--- src/rtl/axi_adder_pkg.sv ---
// axi_adder_pkg: shared constants and types for the AXI4-Lite adder block.
//   - Register word indices (address bits [4:2]) for A, B, CTRL, STAT, RES.
//   - AXI response code, STAT "done" pattern and the compute latency.
//   - Write/read channel FSM state types and a byte-strobe merge helper.
package axi_adder_pkg;

  localparam logic [2:0]  ADDR_REG_A    = 3'd0;  // 0x00
  localparam logic [2:0]  ADDR_REG_B    = 3'd1;  // 0x04
  localparam logic [2:0]  ADDR_REG_CTRL = 3'd2;  // 0x08
  localparam logic [2:0]  ADDR_REG_STAT = 3'd3;  // 0x0C
  localparam logic [2:0]  ADDR_REG_RES  = 3'd4;  // 0x10

  localparam logic [1:0]  RESP_OKAY     = 2'b00;
  localparam logic [31:0] STAT_DONE     = 32'hFFFF_FFFF;

  // Cycles from the accepted start write until STAT/RES are valid.
  localparam int          COMPUTE_LATENCY = 2;

  typedef enum logic [1:0] {W_IDLE, W_ACK, W_RESP} wr_state_t;
  typedef enum logic [1:0] {R_IDLE, R_ACK, R_DATA} rd_state_t;

  // Merge new write data into an old register value under byte strobes.
  function automatic logic [31:0] apply_wstrb(input logic [31:0] old_val,
                                              input logic [31:0] new_val,
                                              input logic [3:0]  strb);
    logic [31:0] res;
    res = old_val;
    for (int i = 0; i < 4; i++)
      if (strb[i]) res[i*8 +: 8] = new_val[i*8 +: 8];
    return res;
  endfunction

endpackage

--- src/rtl/axi_adder_core.sv ---
// adder_core: operand latch + fixed-latency done pipeline for the adder.
//   clk, rst_n : clock, synchronous active-low reset
//   start      : one-cycle pulse; latches a/b and (re)starts the operation
//   clear      : one-cycle pulse; drops the done flag only
//   a, b       : operands sampled on start
//   sum        : (a + b) mod 2^32, held until the next completion
//   done       : high from completion until the next start/clear
module adder_core
  import axi_adder_pkg::*;
(
  input  logic        clk,
  input  logic        rst_n,
  input  logic        start,
  input  logic        clear,
  input  logic [31:0] a,
  input  logic [31:0] b,
  output logic [31:0] sum,
  output logic        done
);

  // Stage 0 is the start pulse itself; the last stage's edge publishes the
  // result so it is visible COMPUTE_LATENCY cycles after the start edge.
  localparam int STAGES = COMPUTE_LATENCY - 1;

  logic [31:0]     op_a, op_b;
  logic [STAGES:0] vld_pipe;

  assign vld_pipe[0] = start;

  always_ff @(posedge clk) begin
    if (!rst_n) begin
      op_a              <= '0;
      op_b              <= '0;
      sum               <= '0;
      done              <= 1'b0;
      vld_pipe[STAGES:1] <= '0;
    end else begin
      if (start) begin
        op_a <= a;
        op_b <= b;
        // A restart flushes any in-flight token so stale operands never complete.
        vld_pipe[STAGES:1] <= STAGES'(1);
        done <= 1'b0;
      end else begin
        vld_pipe[STAGES:1] <= vld_pipe[STAGES-1:0];
        if (vld_pipe[STAGES]) begin
          sum  <= op_a + op_b;  // carry intentionally dropped
          done <= 1'b1;
        end else if (clear) begin
          done <= 1'b0;
        end
      end
    end
  end

endmodule

--- src/rtl/axi_adder.sv ---
// axi_adder: AXI4-Lite slave register block wrapping adder_core.
//   Registers (addr[4:2]): A(RW) B(RW) CTRL(RW) STAT(RO) RES(RO); others read 0.
//   Nonzero CTRL write starts an add of A+B; zero CTRL write clears STAT.
//   axi_aclk/axi_aresetn : clock, synchronous active-low reset
//   aw/w/b channels      : single-beat writes, one outstanding, bresp OKAY
//   ar/r channels        : single-beat reads, one outstanding, rresp OKAY
module axi_adder
  import axi_adder_pkg::*;
#(
  parameter int C_AXI_DATA_WIDTH = 32,
  parameter int C_AXI_ADDR_WIDTH = 32
) (
  input  logic                          axi_aclk,
  input  logic                          axi_aresetn,
  input  logic [C_AXI_ADDR_WIDTH-1:0]   axi_awaddr,
  input  logic                          axi_awvalid,
  output logic                          axi_awready,
  input  logic [C_AXI_DATA_WIDTH-1:0]   axi_wdata,
  input  logic [C_AXI_DATA_WIDTH/8-1:0] axi_wstrb,
  input  logic                          axi_wvalid,
  output logic                          axi_wready,
  output logic [1:0]                    axi_bresp,
  output logic                          axi_bvalid,
  input  logic                          axi_bready,
  input  logic [C_AXI_ADDR_WIDTH-1:0]   axi_araddr,
  input  logic                          axi_arvalid,
  output logic                          axi_arready,
  output logic [C_AXI_DATA_WIDTH-1:0]   axi_rdata,
  output logic [1:0]                    axi_rresp,
  output logic                          axi_rvalid,
  input  logic                          axi_rready
);

  wr_state_t   wr_state;
  rd_state_t   rd_state;

  logic [31:0] reg_a, reg_b, reg_ctrl;
  logic [31:0] core_sum;
  logic        core_done;

  logic [2:0]  wr_idx, rd_idx;
  logic        wr_en;
  logic [31:0] ctrl_next;
  logic        start, clear;
  logic [31:0] rd_mux;

  assign wr_idx = axi_awaddr[4:2];
  assign rd_idx = axi_araddr[4:2];

  // The write lands on the edge where awready/wready are high (state W_ACK).
  assign wr_en     = (wr_state == W_ACK);
  assign ctrl_next = apply_wstrb(reg_ctrl, axi_wdata, axi_wstrb);
  assign start     = wr_en && (wr_idx == ADDR_REG_CTRL) && (ctrl_next != '0);
  assign clear     = wr_en && (wr_idx == ADDR_REG_CTRL) && (ctrl_next == '0);

  // ---------------- write channel FSM ----------------
  always_ff @(posedge axi_aclk) begin
    if (!axi_aresetn) begin
      wr_state    <= W_IDLE;
      axi_awready <= 1'b0;
      axi_wready  <= 1'b0;
      axi_bvalid  <= 1'b0;
      axi_bresp   <= RESP_OKAY;
    end else begin
      case (wr_state)
        W_IDLE: if (axi_awvalid && axi_wvalid && !axi_bvalid) begin
          axi_awready <= 1'b1;
          axi_wready  <= 1'b1;
          wr_state    <= W_ACK;
        end
        W_ACK: begin
          axi_awready <= 1'b0;
          axi_wready  <= 1'b0;
          axi_bvalid  <= 1'b1;
          axi_bresp   <= RESP_OKAY;
          wr_state    <= W_RESP;
        end
        W_RESP: if (axi_bready) begin
          axi_bvalid <= 1'b0;
          wr_state   <= W_IDLE;
        end
        default: wr_state <= W_IDLE;
      endcase
    end
  end

  // ---------------- register file ----------------
  always_ff @(posedge axi_aclk) begin
    if (!axi_aresetn) begin
      reg_a    <= '0;
      reg_b    <= '0;
      reg_ctrl <= '0;
    end else if (wr_en) begin
      case (wr_idx)
        ADDR_REG_A:    reg_a    <= apply_wstrb(reg_a, axi_wdata, axi_wstrb);
        ADDR_REG_B:    reg_b    <= apply_wstrb(reg_b, axi_wdata, axi_wstrb);
        ADDR_REG_CTRL: reg_ctrl <= ctrl_next;
        default: ;  // STAT, RES and unmapped offsets are write-ignored
      endcase
    end
  end

  // ---------------- read channel FSM ----------------
  always_comb begin
    rd_mux = '0;
    case (rd_idx)
      ADDR_REG_A:    rd_mux = reg_a;
      ADDR_REG_B:    rd_mux = reg_b;
      ADDR_REG_CTRL: rd_mux = reg_ctrl;
      ADDR_REG_STAT: rd_mux = core_done ? STAT_DONE : '0;
      ADDR_REG_RES:  rd_mux = core_sum;
      default:       rd_mux = '0;
    endcase
  end

  always_ff @(posedge axi_aclk) begin
    if (!axi_aresetn) begin
      rd_state    <= R_IDLE;
      axi_arready <= 1'b0;
      axi_rvalid  <= 1'b0;
      axi_rdata   <= '0;
      axi_rresp   <= RESP_OKAY;
    end else begin
      case (rd_state)
        R_IDLE: if (axi_arvalid && !axi_rvalid) begin
          axi_arready <= 1'b1;
          rd_state    <= R_ACK;
        end
        R_ACK: begin
          // Capture at the accept edge: a concurrent start write is not yet visible.
          axi_arready <= 1'b0;
          axi_rdata   <= rd_mux;
          axi_rresp   <= RESP_OKAY;
          axi_rvalid  <= 1'b1;
          rd_state    <= R_DATA;
        end
        R_DATA: if (axi_rready) begin
          axi_rvalid <= 1'b0;
          rd_state   <= R_IDLE;
        end
        default: rd_state <= R_IDLE;
      endcase
    end
  end

  adder_core u_core (
    .clk   (axi_aclk),
    .rst_n (axi_aresetn),
    .start (start),
    .clear (clear),
    .a     (reg_a),
    .b     (reg_b),
    .sum   (core_sum),
    .done  (core_done)
  );

endmodule

--- config.mk ---
export PLATFORM = sky130hd
export DESIGN_NAME = axi_adder
export DESIGN_NICKNAME = d
export VERILOG_FILES = /design/src/rtl/axi_adder_pkg.sv /design/src/rtl/axi_adder_core.sv /design/src/rtl/axi_adder.sv
export SDC_FILE = /design/constraint.sdc
export NUM_CORES = 1
export LEC_CHECK = 0
export BUFFER_PORTS_ARGS = -buffer_cell sky130_fd_sc_hd__clkbuf_2
export CORE_UTILIZATION = 58
export DETAILED_ROUTE_END_ITERATION = 8
export MAX_ROUTING_LAYER = met4
export PLACE_DENSITY = 0.8
export SYNTH_ARGS = -nofsm -noshare
export SYNTH_HDL_FRONTEND = slang
export SYNTH_SLANG_ARGS = --single-unit
--- constraint.sdc ---
create_clock -name axi_aclk -period 3.2 [get_ports axi_aclk]
set_input_delay 0.16 -clock axi_aclk [delete_from_list [all_inputs] [get_ports axi_aclk]]
set_output_delay 0.16 -clock axi_aclk [all_outputs]
set_load 0.02 [all_outputs]
Word level (Yosys, flattened, before mapping)
Index checks and enable logic that the tools add are counted.
{"block": "word_totals", "regBits": 234, "latchBits": 0, "ramBits": 0, "rom_bits": 0, "in_bits": 107, "n_memories": 0}
{"block": "classes", "n_addsub": 1, "n_mul": 0, "div_mod_pow": 0, "n_lt_le_gt_ge": 0, "n_eq_ne": 14, "shifts": 0, "muxes": 23, "bitwise": 2, "reduce_logical": 36}
{"cell": "$pmux W32 S5", "n": 1}
{"cell": "$add A32 B32 Y32", "n": 1}
{"cell": "$logic_not A32 Y1", "n": 1}
{"cell": "$mux W32", "n": 1}
{"cell": "$mux W8", "n": 4}
{"cell": "$reduce_bool A32 Y1", "n": 1}
{"cell": "$reduce_and A3 Y1", "n": 8}
{"cell": "$reduce_and A2 Y1", "n": 8}
{"cell": "$pmux W2 S3", "n": 2}
{"cell": "$reduce_bool A2 Y1", "n": 5}
{"cell": "$eq A3 B2 Y1 const B", "n": 3}
{"cell": "$mux W2", "n": 4}
{"cell": "$ne A2 B2 Y1 const B", "n": 4}
{"cell": "$pmux W1 S2", "n": 4}
{"cell": "$mux W1", "n": 7}
{"cell": "$eq A3 B1 Y1 const B", "n": 2}
{"cell": "$logic_and A1 B1 Y1", "n": 6}
{"cell": "$logic_not A3 Y1", "n": 2}
{"cell": "$eq A2 B1 Y1 const B", "n": 2}
{"cell": "$eq A2 B2 Y1 const B", "n": 2}
{"cell": "$logic_not A2 Y1", "n": 2}
{"cell": "$eq A3 B3 Y1 const B", "n": 1}
{"cell": "$logic_not A1 Y1", "n": 2}
{"cell": "$not A1 Y1", "n": 2}
{"cell": "$reduce_or A2 Y1", "n": 1}

Depth between registers and ports, before layout
{"block": "depth", "word_depth": 5, "mapped_depth": 11, "mapped_depth_nobuf": 10}

Hierarchy
Synthesis repeated with hierarchy kept, for this count alone.
{"block": "hier_totals", "cells_unflattened": 1285, "area_unflattened_um2": 11697.5}
{"module": "axi_adder", "instances": 1, "cells_each": 708, "area_per_inst_um2": 6357.3}
{"module": "adder_core", "instances": 1, "cells_each": 577, "area_per_inst_um2": 5340.1}

Worst setup path before layout
Ideal clock, no wire load.
{"block": "synth_timing", "kind": "register -> register", "from": "register u_core.op_b[0]", "to": "register u_core.sum[20]", "setup_time_ns": 0.122, "arrival_ns": 2.609, "required_ns": 3.078, "slack_ns": 0.469, "stages_incl_launch_ff": 11, "n_path_buf": 0, "period_less_slack_ns": 2.731, "cell_sequence": "dfxtp_1 > ha_1 > fa_1 > a211oi_1 > o21ai_1 > o211a_1 > o22ai_2 > o21ai_0 > o41ai_1 > mux2i_1 > a311o_1"}
{"block": "synth_via", "elab_chain_cells": 1}
{"item": "start, declared", "line_no": "axi_adder_core.sv:25", "text": "logic [31:0] op_a, op_b;"}
{"item": "start signal, assigned", "line_no": "axi_adder_core.sv:33", "text": "op_b <= '0;"}
{"item": "start signal, assigned", "line_no": "axi_adder_core.sv:40", "text": "op_b <= b;"}
{"item": "$add A32 B32 Y32", "line_no": "axi_adder_core.sv:47", "text": "sum <= op_a + op_b;"}
{"item": "end signal, assigned", "line_no": "axi_adder_core.sv:47"}
{"item": "end, declared", "line_no": "axi_adder_core.sv:17", "text": "output logic [31:0] sum,"}
No other way between the ends.
A chain may end at the register's enable or synchronous reset.

Final worst setup path
Same ends and word-level chain as after synthesis.

==> results.toml <==
[sta]
layout_setup_ws_ps = 216
min_period_ps = 2980
fmax_mhz = 335
finalSetupViolCount = 0
finalCritPeriodShare_pct = 93.3
fin_skew_ps = 8.90
slew_violations = 0
tns_ps = 0
rsz0062_at_grt = "no"
slew_headroom_pct = 25.5
tightestPinTransition_ps = 1120
finalHoldViolCount = 0

[placement]
dp_hpwl_um = 22300
gp_congestion = 0.979
placement.io_buffers = 85
place_ws_ps = 168

[setup_path]
required_ps = 3610
critPathKind = "reg -> reg"
reg2reg_depth = 10
rr_startpoint = "u_core.op_b[0]"
cp.arrival_ps = 3390
rr_endpoint = "u_core.sum[20]"
critPathMaxFanout = 4
regToRegSetupSlack_ps = 220
critPathCaptureType = "flop"
crit_path_start_kind = "flop"

[detailed_routing]
drt-wirelength-per-cell_um = 18.9
drc_errors = 0
ant_nets = 0
vias = 10800
first_pass_iters = 6
routed_wl_um = 32900
dr.first_iter.drc_count = 900
vias_per_cell = 6.20

[layout]
final_nets = 1599
syn2layout_area_growth_pct = 15.6
mostFrequentLayoutCells = "dfxtp_1, a21oi_1, nand2_1, nor2_1, nand3_1"
fill_cells = 1470
antenna_cells = 0
multi_input_area_sq_um = 6130
seq_area_sq_um = 4680
drive_gt1_share_pct = 10.8
final_common_cell = "dfxtp_1"

[clocking]
h-tree-depth = 1
cts_setup_buffers = 0
cts_buffers = 24
path_clk_slew_ps = 60
cts_buffer_depth = 3
cts_tree = "done"
cts-root-buf = "clkbuf_16"
clk-insertion-delay-late_ps = 520
cts_sinks = 234

[logic_synthesis]
synthCells = 1382
synth_top_area_cell = "dfxtp_1"
yosys_warnings = 0
async_reset_ff_share_pct = 0
yosysTopAreaCellShare_pct = 41.8
synth-edff-count = 0
synth_area_sq_um = 11200
post_synth_num_cell_types = 61
ys_seq_area_share_pct = 41.8
synth-main-ff-cell = "dfxtp_1"
ys_ff_latch = 234
syn_area_per_cell_sq_um = 8.12
ys_top_cells_by_area = "dfxtp_1, a21oi_1, mux2i_1"

[die]
initial_core_util_pct = 59.6
ios = 148
fp-row-count = 50
fp.coreArea_sq_um = 18800
die_w_um = 141
die_h_um = 141
die-area_sq_um = 19900

[run]
max_cap_violations = 0

[pwr]
p_int_mw = 4.65
switching_power_mw = 1.44
swShare_pct = 23.7
power_per_cell_area_nw_per_um2 = 470
p_seq_share_pct = 48.3
share_comb_of_total_power_pct = 6.4
p_leak_nw = 4.82
clock_power_share_pct = 45.2
vdd_ir_drop_max_mv = 0.432

[worst_hold_path]
holdCritPathClass = "in -> reg"
min_to = "reg_ctrl[27]"
hp-start = "axi_wstrb[3]"
min_path_cells = 3

[grt]
grt_pass1_wl_um = 51400
antenna_found_initial = 0
overflow = 0
grt_start_max_net_pins = 113
grt_pass1_vias = 9936
groute.usage.overall_pct = 33.5

[status]
status = "complete, no violations"
layout make-up:
class | count | share of cell area [%]
Clock buffer | 35 | 5.42
Clock inverter | 8 | 0.502
Inverter | 13 | 0.415
Multi-Input combinational cell | 1040 | 47.3
Sequential cell | 234 | 36.1
Tap cell | 260 | 2.51
Timing Repair Buffer | 147 | 7.72
logic make-up after synthesis:
logic type,count (synthesis),share of synthesized area [%]
flip-flops,234,41.8
AO/OA/AOI/OAI,377,20.0
XOR/XNOR,22,1.72
buffers and inverters,111,4.15
multiplexers,92,8.21
adder cells (fa/ha/maj),32,3.64
other,1,0.0334
AND/OR/NAND/NOR,513,20.5
critical path, cell delays in order (launching register included):
cell and delay (ps):
dfxtp_1 310, ha_1 230, fa_1 490, a211oi_1 320
o21ai_2 120, o211a_1 270, o22ai_4 210, o21ai_1 140
o41ai_2 350, mux2i_1 120, a311o_1 310
power by group through the flow:
stage	combinational (mW)	sequential [mW]	clock [mW]
2_1_floorplan	0.196	3.02	0
3_3_place_gp	0.339	3.01	0
3_5_place_dp	0.340	3.01	0
4_1_cts	0.379	2.95	2.77
5_1_grt	0.416	2.95	2.89
6_report	0.392	2.95	2.76
per-layer routing:
metal  routed length, um  share of wire [%]  up-vias  track usage (%)
li1                    -                  -     5096                -
met3                2140                6.5      115             4.38
met5                   0                  0        -                -
met1               13000                 39     5069             39.9
met4                1800                5.5        0             17.1
met2               16000                 49      496             55.4
synth_stat cells (all sizes together) (5+ instances only):
master	number
a211oi	19
a22oi	25
nand3	115
dfxtp	234
nor2	152
o211ai	5
xnor2	9
xor2	13
a21o	13
a21oi	202
nor4	13
o21ai	38
inv	13
nor2b	14
nand2b	8
buf	24
a311oi	7
a31oi	8
mux2i	92
ha	31
o21a	5
nand2	162
o22ai	27
nor3	24
clkbuf	74
registers in the layout (all words and copies together) (netlist names):
signal / flops
reg_a: 32
u_core.sum: 32
axi_rvalid: 1
wr_state: 2
u_core.op_b: 32
reg_b: 32
reg_ctrl: 32
axi_rdata: 32
u_core.op_a: 32
axi_wready: 1
rd_state: 2
u_core.done: 1
axi_arready: 1
u_core.vld_pipe: 1
axi_bvalid: 1
how the worst max path moves through the flow:
stage               slack [ps]        endpoint      startpoint
floorplan                  470  u_core.sum[20]  u_core.op_b[0]
global placement           180  u_core.sum[20]  u_core.op_b[0]
detailed placement         170  u_core.sum[20]  u_core.op_b[0]
CTS                        120  u_core.sum[20]  u_core.op_b[0]
global route                30  u_core.sum[20]  u_core.op_b[0]
finish                     220  u_core.sum[20]  u_core.op_b[0]
metrics by stage:
step | cells | util, % | cell area [sq um] | hold WS, ps | power [mW]
final | 1737 | 68.9 | 13000 | 56.2 | 6.10
after detailed placement | 1655 | 62.6 | 11800 | 401 | 3.35
after global placement | 1655 | 62.6 | 11800 | 396 | 3.35
after floorplan | 1385 | - | 11200 | 291 | 3.22
after CTS | 1737 | 68.8 | 12900 | 35.5 | 6.10
after global routing | 1737 | 68.9 | 13000 | 81.0 | 6.26
repair_timing:
item	4_1_cts	5_1_grt
endpoints found under the setup margin	0	2
hold buffers	39	0
gates resized for setup	0	4
endpoints found under the hold margin	102	0
Power figures use the tool's default switching activity.
